==> config.mk <==
export PLATFORM = sky130hd
export DESIGN_NAME = id_ex_stage_flat
export DESIGN_NICKNAME = d
export VERILOG_FILES = /design/src/rtl/id_ex_stage_pkg.sv /design/src/rtl/id_ex_stage_if.sv /design/src/rtl/id_ex_stage_alu_control.sv /design/src/rtl/id_ex_stage.sv /design/src/flat_wrapper.sv
export SDC_FILE = /design/constraint.sdc
export NUM_CORES = 1
export LEC_CHECK = 0
export ABC_AREA = 1
export CORE_AREA = 2 2 224 226
export CTS_CLUSTER_DIAMETER = 150
export CTS_CLUSTER_SIZE = 10
export DETAILED_ROUTE_END_ITERATION = 10
export DIE_AREA = 0 0 226 228
export SLEW_MARGIN = 20
export SYNTH_ARGS = -nofsm -noshare
export SYNTH_HDL_FRONTEND = slang
export SYNTH_HIERARCHICAL = 1
export SYNTH_SLANG_ARGS = --single-unit
==> constraint.sdc <==
create_clock -name i_clk -period 5.5 [get_ports i_clk]
set_clock_uncertainty 0.05 [all_clocks]
set_input_delay 1.1 -clock i_clk [delete_from_list [all_inputs] [get_ports i_clk]]
set_output_delay 1.1 -clock i_clk [all_outputs]
set_load 0.01 [all_outputs]
==> src/rtl/id_ex_stage_pkg.sv <==
// Shared types and constants for the ID/EX stage: ALU control codes, ALUOp codes,
// R-type opcodes and the registered control/data bundles.
package id_ex_stage_pkg;

    localparam int N  = 64;
    localparam int RW = 5;
    localparam logic [RW-1:0] ZR = 5'd31;

    typedef enum logic [3:0] {
        ALU_AND   = 4'b0000,
        ALU_ORR   = 4'b0001,
        ALU_ADD   = 4'b0010,
        ALU_SUB   = 4'b0110,
        ALU_PASSB = 4'b0111,
        ALU_NOR   = 4'b1100
    } alu_ctrl_e;

    typedef enum logic [1:0] {
        ALUOP_ADD   = 2'b00,
        ALUOP_PASSB = 2'b01,
        ALUOP_RTYPE = 2'b10,
        ALUOP_ILL   = 2'b11
    } alu_op_e;

    localparam logic [10:0] OPC_ADD = 11'b10001011000;
    localparam logic [10:0] OPC_SUB = 11'b11001011000;
    localparam logic [10:0] OPC_AND = 11'b10001010000;
    localparam logic [10:0] OPC_ORR = 11'b10101010000;

    typedef struct packed {
        logic valid;
        logic reg_write;
        logic mem_read;
        logic mem_write;
        logic branch;
        logic illegal;
    } ex_ctrl_t;

    typedef struct packed {
        logic [N-1:0]  rd1;
        logic [N-1:0]  rd2;
        logic [N-1:0]  imm;
        logic [RW-1:0] rn;
        logic [RW-1:0] rm;
        logic [RW-1:0] rd;
        logic          alu_src;
        logic [3:0]    ctrl;
    } ex_data_t;

    // A writeback candidate feeds a source only for a live write to a real register.
    function automatic logic src_hit(input logic we, input logic [RW-1:0] wr, input logic [RW-1:0] src);
        return we && (wr == src) && (src != ZR);
    endfunction

endpackage

==> src/rtl/id_ex_stage_if.sv <==
// Decode-side and forwarding bus of the ID/EX stage; slave is the stage itself.
interface id_ex_stage_if;
    import id_ex_stage_pkg::*;

    logic          in_valid;
    logic [N-1:0]  in_rd1;
    logic [N-1:0]  in_rd2;
    logic [N-1:0]  in_imm;
    logic [RW-1:0] in_rn;
    logic [RW-1:0] in_rm;
    logic [RW-1:0] in_rd;
    logic          in_alu_src;
    logic [1:0]    in_alu_op;
    logic [10:0]   in_opcode;
    logic          in_reg_write;
    logic          in_mem_read;
    logic          in_mem_write;
    logic          in_branch;
    logic          stall_in;
    logic          flush;
    logic          exm_reg_write;
    logic [RW-1:0] exm_rd;
    logic [N-1:0]  exm_result;
    logic          mwb_reg_write;
    logic [RW-1:0] mwb_rd;
    logic [N-1:0]  mwb_result;

    logic          hazard_stall;
    logic          ex_valid;
    logic          ex_reg_write;
    logic          ex_mem_read;
    logic          ex_mem_write;
    logic          ex_branch;
    logic [RW-1:0] ex_rd;
    logic [N-1:0]  alu_a;
    logic [N-1:0]  alu_b;
    logic [3:0]    alu_ctrl;
    logic [N-1:0]  store_data;
    logic          illegal;

    modport master (
        output in_valid, in_rd1, in_rd2, in_imm, in_rn, in_rm, in_rd, in_alu_src, in_alu_op,
               in_opcode, in_reg_write, in_mem_read, in_mem_write, in_branch, stall_in, flush,
               exm_reg_write, exm_rd, exm_result, mwb_reg_write, mwb_rd, mwb_result,
        input  hazard_stall, ex_valid, ex_reg_write, ex_mem_read, ex_mem_write, ex_branch,
               ex_rd, alu_a, alu_b, alu_ctrl, store_data, illegal
    );

    modport slave (
        input  in_valid, in_rd1, in_rd2, in_imm, in_rn, in_rm, in_rd, in_alu_src, in_alu_op,
               in_opcode, in_reg_write, in_mem_read, in_mem_write, in_branch, stall_in, flush,
               exm_reg_write, exm_rd, exm_result, mwb_reg_write, mwb_rd, mwb_result,
        output hazard_stall, ex_valid, ex_reg_write, ex_mem_read, ex_mem_write, ex_branch,
               ex_rd, alu_a, alu_b, alu_ctrl, store_data, illegal
    );

endinterface

==> src/rtl/id_ex_stage_alu_control.sv <==
// Combinational ALUOp/opcode -> 4-bit ALU Ctrl decode with an illegal-op flag.
module id_ex_stage_alu_control
    import id_ex_stage_pkg::*;
(
    input  logic        i_valid,
    input  logic [1:0]  i_alu_op,
    input  logic [10:0] i_opcode,
    output logic [3:0]  o_ctrl,
    output logic        o_illegal
);

    logic w_bad;

    always_comb begin
        o_ctrl = ALU_ADD;
        w_bad  = 1'b0;
        case (i_alu_op)
            ALUOP_ADD:   o_ctrl = ALU_ADD;
            ALUOP_PASSB: o_ctrl = ALU_PASSB;
            ALUOP_RTYPE: begin
                case (i_opcode)
                    OPC_ADD: o_ctrl = ALU_ADD;
                    OPC_SUB: o_ctrl = ALU_SUB;
                    OPC_AND: o_ctrl = ALU_AND;
                    OPC_ORR: o_ctrl = ALU_ORR;
                    default: w_bad  = 1'b1;
                endcase
            end
            default:     w_bad = 1'b1;
        endcase
    end

    assign o_illegal = i_valid & w_bad;

endmodule

==> src/rtl/id_ex_stage.sv <==
// ID/EX pipeline register feeding the 64-bit ALU: captures decode, resolves
// EX/MEM and MEM/WB forwarding into the operands, and bubbles on load-use.
module id_ex_stage
    import id_ex_stage_pkg::*;
(
    input  logic          i_clk,
    input  logic          i_rst,
    id_ex_stage_if.slave  s_bus
);

    ex_ctrl_t      r_ctrl;
    ex_data_t      r_data;
    ex_ctrl_t      w_cap_ctrl;
    logic [3:0]    w_dec_ctrl;
    logic          w_dec_illegal;
    logic          w_hazard;
    logic [N-1:0]  w_fwd_rn;
    logic [N-1:0]  w_fwd_rm;

    id_ex_stage_alu_control u_alu_control (
        .i_valid   (s_bus.in_valid),
        .i_alu_op  (s_bus.in_alu_op),
        .i_opcode  (s_bus.in_opcode),
        .o_ctrl    (w_dec_ctrl),
        .o_illegal (w_dec_illegal)
    );

    // Upstream hold is suppressed when this edge will not capture anyway.
    assign w_hazard = r_ctrl.valid & r_ctrl.mem_read & (r_data.rd != ZR) & s_bus.in_valid
                    & ((r_data.rd == s_bus.in_rn) | (r_data.rd == s_bus.in_rm))
                    & ~s_bus.stall_in & ~s_bus.flush;

    always_comb begin
        w_cap_ctrl           = '0;
        w_cap_ctrl.valid     = s_bus.in_valid;
        w_cap_ctrl.reg_write = s_bus.in_valid & s_bus.in_reg_write;
        w_cap_ctrl.mem_read  = s_bus.in_valid & s_bus.in_mem_read;
        w_cap_ctrl.mem_write = s_bus.in_valid & s_bus.in_mem_write;
        w_cap_ctrl.branch    = s_bus.in_valid & s_bus.in_branch;
        w_cap_ctrl.illegal   = w_dec_illegal;
    end

    always_ff @(posedge i_clk) begin
        if (i_rst) begin
            r_ctrl <= '0;
            r_data <= '0;
        end else if (s_bus.flush) begin
            r_ctrl <= '0;
        end else if (!s_bus.stall_in) begin
            r_ctrl         <= w_hazard ? '0 : w_cap_ctrl;
            r_data.rd1     <= s_bus.in_rd1;
            r_data.rd2     <= s_bus.in_rd2;
            r_data.imm     <= s_bus.in_imm;
            r_data.rn      <= s_bus.in_rn;
            r_data.rm      <= s_bus.in_rm;
            r_data.rd      <= s_bus.in_rd;
            r_data.alu_src <= s_bus.in_alu_src;
            r_data.ctrl    <= w_dec_ctrl;
        end
    end

    // EX/MEM is the younger result, so it is checked first.
    always_comb begin
        w_fwd_rn = r_data.rd1;
        if (src_hit(s_bus.exm_reg_write, s_bus.exm_rd, r_data.rn))
            w_fwd_rn = s_bus.exm_result;
        else if (src_hit(s_bus.mwb_reg_write, s_bus.mwb_rd, r_data.rn))
            w_fwd_rn = s_bus.mwb_result;

        w_fwd_rm = r_data.rd2;
        if (src_hit(s_bus.exm_reg_write, s_bus.exm_rd, r_data.rm))
            w_fwd_rm = s_bus.exm_result;
        else if (src_hit(s_bus.mwb_reg_write, s_bus.mwb_rd, r_data.rm))
            w_fwd_rm = s_bus.mwb_result;
    end

    assign s_bus.hazard_stall = w_hazard;
    assign s_bus.ex_valid     = r_ctrl.valid;
    assign s_bus.ex_reg_write = r_ctrl.reg_write;
    assign s_bus.ex_mem_read  = r_ctrl.mem_read;
    assign s_bus.ex_mem_write = r_ctrl.mem_write;
    assign s_bus.ex_branch    = r_ctrl.branch;
    assign s_bus.illegal      = r_ctrl.illegal;
    assign s_bus.ex_rd        = r_data.rd;
    assign s_bus.alu_ctrl     = r_data.ctrl;
    assign s_bus.alu_a        = w_fwd_rn;
    assign s_bus.store_data   = w_fwd_rm;
    assign s_bus.alu_b        = r_data.alu_src ? r_data.imm : w_fwd_rm;

endmodule

==> src/flat_wrapper.sv <==
// flat-port wrapper written by rule: the top's interface ports become plain ports
module id_ex_stage_flat import id_ex_stage_pkg::*;
  (i_clk, i_rst, s_bus_in_valid, s_bus_in_rd1, s_bus_in_rd2, s_bus_in_imm, s_bus_in_rn, s_bus_in_rm, s_bus_in_rd, s_bus_in_alu_src, s_bus_in_alu_op, s_bus_in_opcode, s_bus_in_reg_write, s_bus_in_mem_read, s_bus_in_mem_write, s_bus_in_branch, s_bus_stall_in, s_bus_flush, s_bus_exm_reg_write, s_bus_exm_rd, s_bus_exm_result, s_bus_mwb_reg_write, s_bus_mwb_rd, s_bus_mwb_result, s_bus_hazard_stall, s_bus_ex_valid, s_bus_ex_reg_write, s_bus_ex_mem_read, s_bus_ex_mem_write, s_bus_ex_branch, s_bus_ex_rd, s_bus_alu_a, s_bus_alu_b, s_bus_alu_ctrl, s_bus_store_data, s_bus_illegal);
  id_ex_stage_if s_bus_i ();
  input  logic i_clk;
  input  logic i_rst;
  input wire logic [$bits(s_bus_i.in_valid)-1:0] s_bus_in_valid;
  input wire logic [$bits(s_bus_i.in_rd1)-1:0] s_bus_in_rd1;
  input wire logic [$bits(s_bus_i.in_rd2)-1:0] s_bus_in_rd2;
  input wire logic [$bits(s_bus_i.in_imm)-1:0] s_bus_in_imm;
  input wire logic [$bits(s_bus_i.in_rn)-1:0] s_bus_in_rn;
  input wire logic [$bits(s_bus_i.in_rm)-1:0] s_bus_in_rm;
  input wire logic [$bits(s_bus_i.in_rd)-1:0] s_bus_in_rd;
  input wire logic [$bits(s_bus_i.in_alu_src)-1:0] s_bus_in_alu_src;
  input wire logic [$bits(s_bus_i.in_alu_op)-1:0] s_bus_in_alu_op;
  input wire logic [$bits(s_bus_i.in_opcode)-1:0] s_bus_in_opcode;
  input wire logic [$bits(s_bus_i.in_reg_write)-1:0] s_bus_in_reg_write;
  input wire logic [$bits(s_bus_i.in_mem_read)-1:0] s_bus_in_mem_read;
  input wire logic [$bits(s_bus_i.in_mem_write)-1:0] s_bus_in_mem_write;
  input wire logic [$bits(s_bus_i.in_branch)-1:0] s_bus_in_branch;
  input wire logic [$bits(s_bus_i.stall_in)-1:0] s_bus_stall_in;
  input wire logic [$bits(s_bus_i.flush)-1:0] s_bus_flush;
  input wire logic [$bits(s_bus_i.exm_reg_write)-1:0] s_bus_exm_reg_write;
  input wire logic [$bits(s_bus_i.exm_rd)-1:0] s_bus_exm_rd;
  input wire logic [$bits(s_bus_i.exm_result)-1:0] s_bus_exm_result;
  input wire logic [$bits(s_bus_i.mwb_reg_write)-1:0] s_bus_mwb_reg_write;
  input wire logic [$bits(s_bus_i.mwb_rd)-1:0] s_bus_mwb_rd;
  input wire logic [$bits(s_bus_i.mwb_result)-1:0] s_bus_mwb_result;
  output wire logic [$bits(s_bus_i.hazard_stall)-1:0] s_bus_hazard_stall;
  output wire logic [$bits(s_bus_i.ex_valid)-1:0] s_bus_ex_valid;
  output wire logic [$bits(s_bus_i.ex_reg_write)-1:0] s_bus_ex_reg_write;
  output wire logic [$bits(s_bus_i.ex_mem_read)-1:0] s_bus_ex_mem_read;
  output wire logic [$bits(s_bus_i.ex_mem_write)-1:0] s_bus_ex_mem_write;
  output wire logic [$bits(s_bus_i.ex_branch)-1:0] s_bus_ex_branch;
  output wire logic [$bits(s_bus_i.ex_rd)-1:0] s_bus_ex_rd;
  output wire logic [$bits(s_bus_i.alu_a)-1:0] s_bus_alu_a;
  output wire logic [$bits(s_bus_i.alu_b)-1:0] s_bus_alu_b;
  output wire logic [$bits(s_bus_i.alu_ctrl)-1:0] s_bus_alu_ctrl;
  output wire logic [$bits(s_bus_i.store_data)-1:0] s_bus_store_data;
  output wire logic [$bits(s_bus_i.illegal)-1:0] s_bus_illegal;
  assign s_bus_i.in_valid = s_bus_in_valid;
  assign s_bus_i.in_rd1 = s_bus_in_rd1;
  assign s_bus_i.in_rd2 = s_bus_in_rd2;
  assign s_bus_i.in_imm = s_bus_in_imm;
  assign s_bus_i.in_rn = s_bus_in_rn;
  assign s_bus_i.in_rm = s_bus_in_rm;
  assign s_bus_i.in_rd = s_bus_in_rd;
  assign s_bus_i.in_alu_src = s_bus_in_alu_src;
  assign s_bus_i.in_alu_op = s_bus_in_alu_op;
  assign s_bus_i.in_opcode = s_bus_in_opcode;
  assign s_bus_i.in_reg_write = s_bus_in_reg_write;
  assign s_bus_i.in_mem_read = s_bus_in_mem_read;
  assign s_bus_i.in_mem_write = s_bus_in_mem_write;
  assign s_bus_i.in_branch = s_bus_in_branch;
  assign s_bus_i.stall_in = s_bus_stall_in;
  assign s_bus_i.flush = s_bus_flush;
  assign s_bus_i.exm_reg_write = s_bus_exm_reg_write;
  assign s_bus_i.exm_rd = s_bus_exm_rd;
  assign s_bus_i.exm_result = s_bus_exm_result;
  assign s_bus_i.mwb_reg_write = s_bus_mwb_reg_write;
  assign s_bus_i.mwb_rd = s_bus_mwb_rd;
  assign s_bus_i.mwb_result = s_bus_mwb_result;
  assign s_bus_hazard_stall = s_bus_i.hazard_stall;
  assign s_bus_ex_valid = s_bus_i.ex_valid;
  assign s_bus_ex_reg_write = s_bus_i.ex_reg_write;
  assign s_bus_ex_mem_read = s_bus_i.ex_mem_read;
  assign s_bus_ex_mem_write = s_bus_i.ex_mem_write;
  assign s_bus_ex_branch = s_bus_i.ex_branch;
  assign s_bus_ex_rd = s_bus_i.ex_rd;
  assign s_bus_alu_a = s_bus_i.alu_a;
  assign s_bus_alu_b = s_bus_i.alu_b;
  assign s_bus_alu_ctrl = s_bus_i.alu_ctrl;
  assign s_bus_store_data = s_bus_i.store_data;
  assign s_bus_illegal = s_bus_i.illegal;
  id_ex_stage u_core (.i_clk(i_clk), .i_rst(i_rst), .s_bus(s_bus_i));
endmodule
* Word-level counts from Yosys, hierarchy flattened
Cells that the tools add are included.
** Word-level totals
- Bits in registers :: 218
- Output and inout bits :: 208
- Word-level logic and storage cells :: 66
** Cells by class
- Equality and inequality tests :: 15
- Mux-type cells :: 10
- Bitwise operators :: 14
- Reduce and logical (&&, ||, !) cells :: 13
** Operators with widths (count)
- $mux W64 :: 5
- $eq A11 B11 Y1 const B :: 4
- $eq A5 B5 Y1 :: 6
- $ne A5 B5 Y1 const B :: 3
- $and A1 B1 Y1 :: 11
- $pmux W3 S3 :: 1
- $logic_and A1 B1 Y1 :: 8
- $mux W6 :: 1
- $pmux W3 S2 :: 1
- $reduce_or A2 Y1 :: 2
- $reduce_or A4 Y1 :: 1
- $eq A2 B1 Y1 const B :: 1
- $eq A2 B2 Y1 const B :: 1
- $logic_not A2 Y1 :: 1
- $not A1 Y1 :: 2
- $pmux W1 S2 :: 1
- $reduce_and A2 Y1 :: 1
- $mux W1 :: 1
- $or A1 B1 Y1 :: 1

* Logic depth before layout (Yosys ltp)
- Depth after elaboration :: 7
- Gate-level depth with buffers :: 12
- Depth with buffers taken out :: 11

* Modules after synthesis
The synthesis kept the hierarchy.
** By module, submodules not included
- id_ex_stage :: instances 1, cells an instance 1994, area each 12741.0 um^2, seq. area each 4364.2 um^2
- id_ex_stage_alu_control :: instances 1, cells an instance 42, area each 210.2 um^2, seq. area each 0.0 um^2

* Least setup slack after synthesis
No wires, ideal clock.
- Path kind :: input to output
- From :: in s_bus_exm_rd[3]
- To :: out s_bus_alu_a[10]
- Arrival :: 2213 ps
- Data required time :: 4350 ps
- Setup slack :: 2137 ps
- Stages :: 7
- Path buffers :: 1
- Cells stage by stage :: inv_1 -> nand2_1 -> nand2_1 -> nor4_4 -> buf_6 -> nand3_1 -> nand2_1
** Between the ends
- Word-level cells in the longest chain between the ends :: 4
** RTL lines
- from (decl) :: line flat_wrapper.sv:24 : input wire logic [$bits(s_bus_i.exm_rd)-1:0] s_bus_exm_rd;
- $eq A5 B5 Y1 :: line id_ex_stage_pkg.sv:52 : return we && (wr == src) && (src != ZR);
- $logic_and A1 B1 Y1 (2 in series) :: line id_ex_stage_pkg.sv:52
- $mux W64 :: line id_ex_stage.sv:65 : if (src_hit(s_bus.exm_reg_write, s_bus.exm_rd, r_data.rn))
- to (decl) :: line flat_wrapper.sv:36 : output wire logic [$bits(s_bus_i.alu_a)-1:0] s_bus_alu_a;
Every way passes these cells.

* Final worst setup path
- From :: in s_bus_exm_rd[3]
- To :: out s_bus_alu_b[2]
** Between the ends
- Word-level cells in the longest chain between the ends :: 5
** RTL lines
- $eq A5 B5 Y1 :: line id_ex_stage_pkg.sv:52
- $logic_and A1 B1 Y1 (2 in series) :: line id_ex_stage_pkg.sv:52
- $mux W64 :: line id_ex_stage.sv:71 : if (src_hit(s_bus.exm_reg_write, s_bus.exm_rd, r_data.rm))
- $mux W64 :: line id_ex_stage.sv:88 : assign s_bus.alu_b = r_data.alu_src ? r_data.imm : w_fwd_rm;
- to (decl) :: line flat_wrapper.sv:37 : output wire logic [$bits(s_bus_i.alu_b)-1:0] s_bus_alu_b;
Every way passes these cells.

==> run metrics <==
Syn Nets=about 2.4k; DRC Markers=0; grt total ovfl=0; GPL Wtd Cong=roughly 0.91; synthesized area per cell=about 6.4 µm²; via/cell ratio=~5.0; Final min period=approximately 5.0 ns; Placement Rows=82; Finished Cell Area=19800 µm²; worst path cell trace=clkdlybuf4s50_1 > inv_1 > o21ai_0 > a21oi_1 > and2_2 > buf_12 > nand3b_1 > nand3_1 > nand2_1 > clkdlybuf4s50_1; largest net degree at the start of global routing=between 100 and 150; MaxCap Viol Count=0; clock slew at reported path FFs=~0.060 ns; Slowest-stage cell, CP=and2_2; Vias=about 16k; Synth cell types=28; I/O pins=about 580; Die X=around 230 µm; WHS Endpoint=u_core/r_data[177]$_SDFFE_PP0P_; Power Dens Cells=about 230 nW/µm²; Gate Count Post-Synth=~2.0k; die area=about 52000 µm²; global-route wire length before repair=approximately 93000 µm; initial antenna violation count=9; hold_sp=u_core/r_data[177]$_SDFFE_PP0P_; Static Leak=8.36 nW; most frequent cells in the layout=clkdlybuf4s50_1, nand2_1, nand3_1, nor2_1, dfxtp_1; Synth Cell Area=~13000 µm²; Seq cells post-synth=about 220; CP delay by family, top=buffers and inverters; gr usage total=between 20% and 30%; Port Buffers=roughly 580; Critical Path Max Stage Delay=0.55 ns; EDFF count, synth=0; Overall Power=roughly 4.6 mW; CTS tree=done; origin of the critical flop-to-flop path=u_core/s_bus.ex_rd[1]$_SDFFE_PP0P_; Hold Violations, Final=0; Post-CTS Setup Inserts=0; most common cell after layout, fill and taps aside=clkdlybuf4s50_1; RSZ-0062 raised after global routing=false; fin util=40.1%; register area share after synthesis=about a third; root buf cell=clkbuf_16; vias in the first global route=approximately 15k; fin cells=3172; Hold Path Class=flop to flop; Layout area overhead=52.7%; R2R Path End=u_core/s_bus.ex_branch$_SDFFE_PP0N_; actual transition at the worst max-transition pin=~1.0 ns; register area=around 4400 µm²; H-tree levels=1; CP required=4.35 ns; most frequent CP cell=clkdlybuf4s50_1; Setup crit end kind=output port; Initial DRC Count=952; WP buf/inv=4; DP Cell Count=between 3k and 4k; # fillers=approximately 5.2k; post-route ant nets=0; area occupied by multi-input gates=7430 µm²; clock sink count=218; CTS Buf Count=25; internal reg-to-reg setup slack=~4.1 ns; worst hold path stage count=2; Placed Area=between 15000 and 20000 µm²; Std-Cell Core Area=49300 µm²; post-DP HPWL=between 40000 and 50000 µm; outcome=completed; final net count=~2.9k; Max clock buf depth=3; maximum vdd drop=about 0.17 mV; CTS Hold Bufs=0; Synthesis Warnings=6; Setup violations, final=0; Fin Setup TNS=0 ns; crit path kind=input pin to output port; Die Ht=228 µm; drt first pass iters=5; fmax=~0.20 GHz; Most used DFF post-synth=dfxtp_1; wire per inst=20.0 µm; crit path DAT=about 3.8 ns; # resized after CTS=0; maximum fanout along the worst path=39; post-synthesis async set-or-reset flop share=0%; final WL=63300 µm; fin crit share=90.8%; layout cells sized above 1=between 3 and 4%; Top reg by flops=u_core/r_data; starting density of the core=a little over a quarter; slew margin rel.=30.2%; fin. max-slew vios=0; worst-skew pair later-pin latency=approximately 0.55 ns; worst r2r path cells=9; crit path launch type=input pin; max reg flops=~200
-- per-layer routing --
layer / vias to the layer above / track usage (%) / share of wire (%)
met4: 8 / 8.92 / 3.9
li1: 7582 / - / -
met5: - / 0 / 0.088
met3: 120 / 5.19 / 8.0
met1: 7415 / 27.8 / 40
met2: 685 / 40.7 / 48
-- per-stage QoR --
stage,setup slack (ns),hold slack (ns)
floorplan,2.14,0.380
global placement,0.499,0.389
detailed placement,0.521,0.397
CTS,0.512,0.404
global route,0.355,0.415
finish,0.508,0.404
-- power by group --
group          internal, mW  switching, mW
Combinational         0.653          0.676
Sequential             1.68         0.0498
Clock                 0.815          0.685
Total                  3.15           1.41
-- how the worst max path moves through the flow --
stage                     from               to  slack (ns)  cells past startpoint
5_1_grt        s_bus_exm_rd[3]   s_bus_alu_b[2]        0.35                     10
4_1_cts        s_bus_exm_rd[3]   s_bus_alu_b[2]        0.51                     10
3_5_place_dp   s_bus_exm_rd[3]   s_bus_alu_b[2]        0.52                     10
2_1_floorplan  s_bus_exm_rd[3]  s_bus_alu_a[10]        2.14                      7
6_report       s_bus_exm_rd[3]   s_bus_alu_b[2]        0.51                     10
3_3_place_gp   s_bus_exm_rd[0]   s_bus_alu_b[2]        0.50                     11
-- worst min-delay path, delay by kind of cell (launching register included) --
| family | cells | cell delay (ns) |
|---|---|---|
| DFF | 1 | 0.30 |
| buffers and inverters | 1 | 0.06 |
| AOI/OAI and AO/OA | 1 | 0.05 |
-- kinds of logic after synthesis --
group	Yosys count	synth area share, %
AOI/OAI and AO/OA	306	11.9
xor gates and xnor gates	10	0.676
adders and majority gates	3	0.290
buffers and inverters	280	9.56
DFF	218	33.7
other	1	0.0290
and+or+nand+nor	1218	43.9
-- cell type report --
cell class              count  share of cell area (%)
multi-input cells        1538                    37.6
repair buffers            604                    30.6
flip-flops and latches    218                    22.1
well taps                 672                    4.25
clock buffers              27                    3.25
inverters                 107                    2.09
diodes                      5                  0.0633
clock inverters             1                  0.0443
-- synthesized netlist by cell type, types with 2 or more instances --
cell type | count | area share, %
nand2_1 | 382 | 11
inv_1 | 105 | 3.0
buf_6 | 6 | 0.52
buf_4 | 11 | 0.64
xnor2_1 | 4 | 0.27
o22ai_1 | 3 | 0.14
buf_2 | 63 | 2.4
and2_1 | 65 | 3.1
clkbuf_1 | 83 | 2.4
a21oi_1 | 88 | 3.4
nor2_2 | 2 | 0.097
nand3_1 | 338 | 13
ha_1 | 3 | 0.29
dfxtp_1 | 218 | 34
nor3_1 | 7 | 0.27
inv_2 | 2 | 0.058
xor2_1 | 6 | 0.41
buf_1 | 4 | 0.12
o21ai_0 | 214 | 8.3
nand3b_1 | 128 | 7.4
nor2_1 | 292 | 8.5
clkbuf_4 | 6 | 0.35
Power figures use the tool's default switching activity.
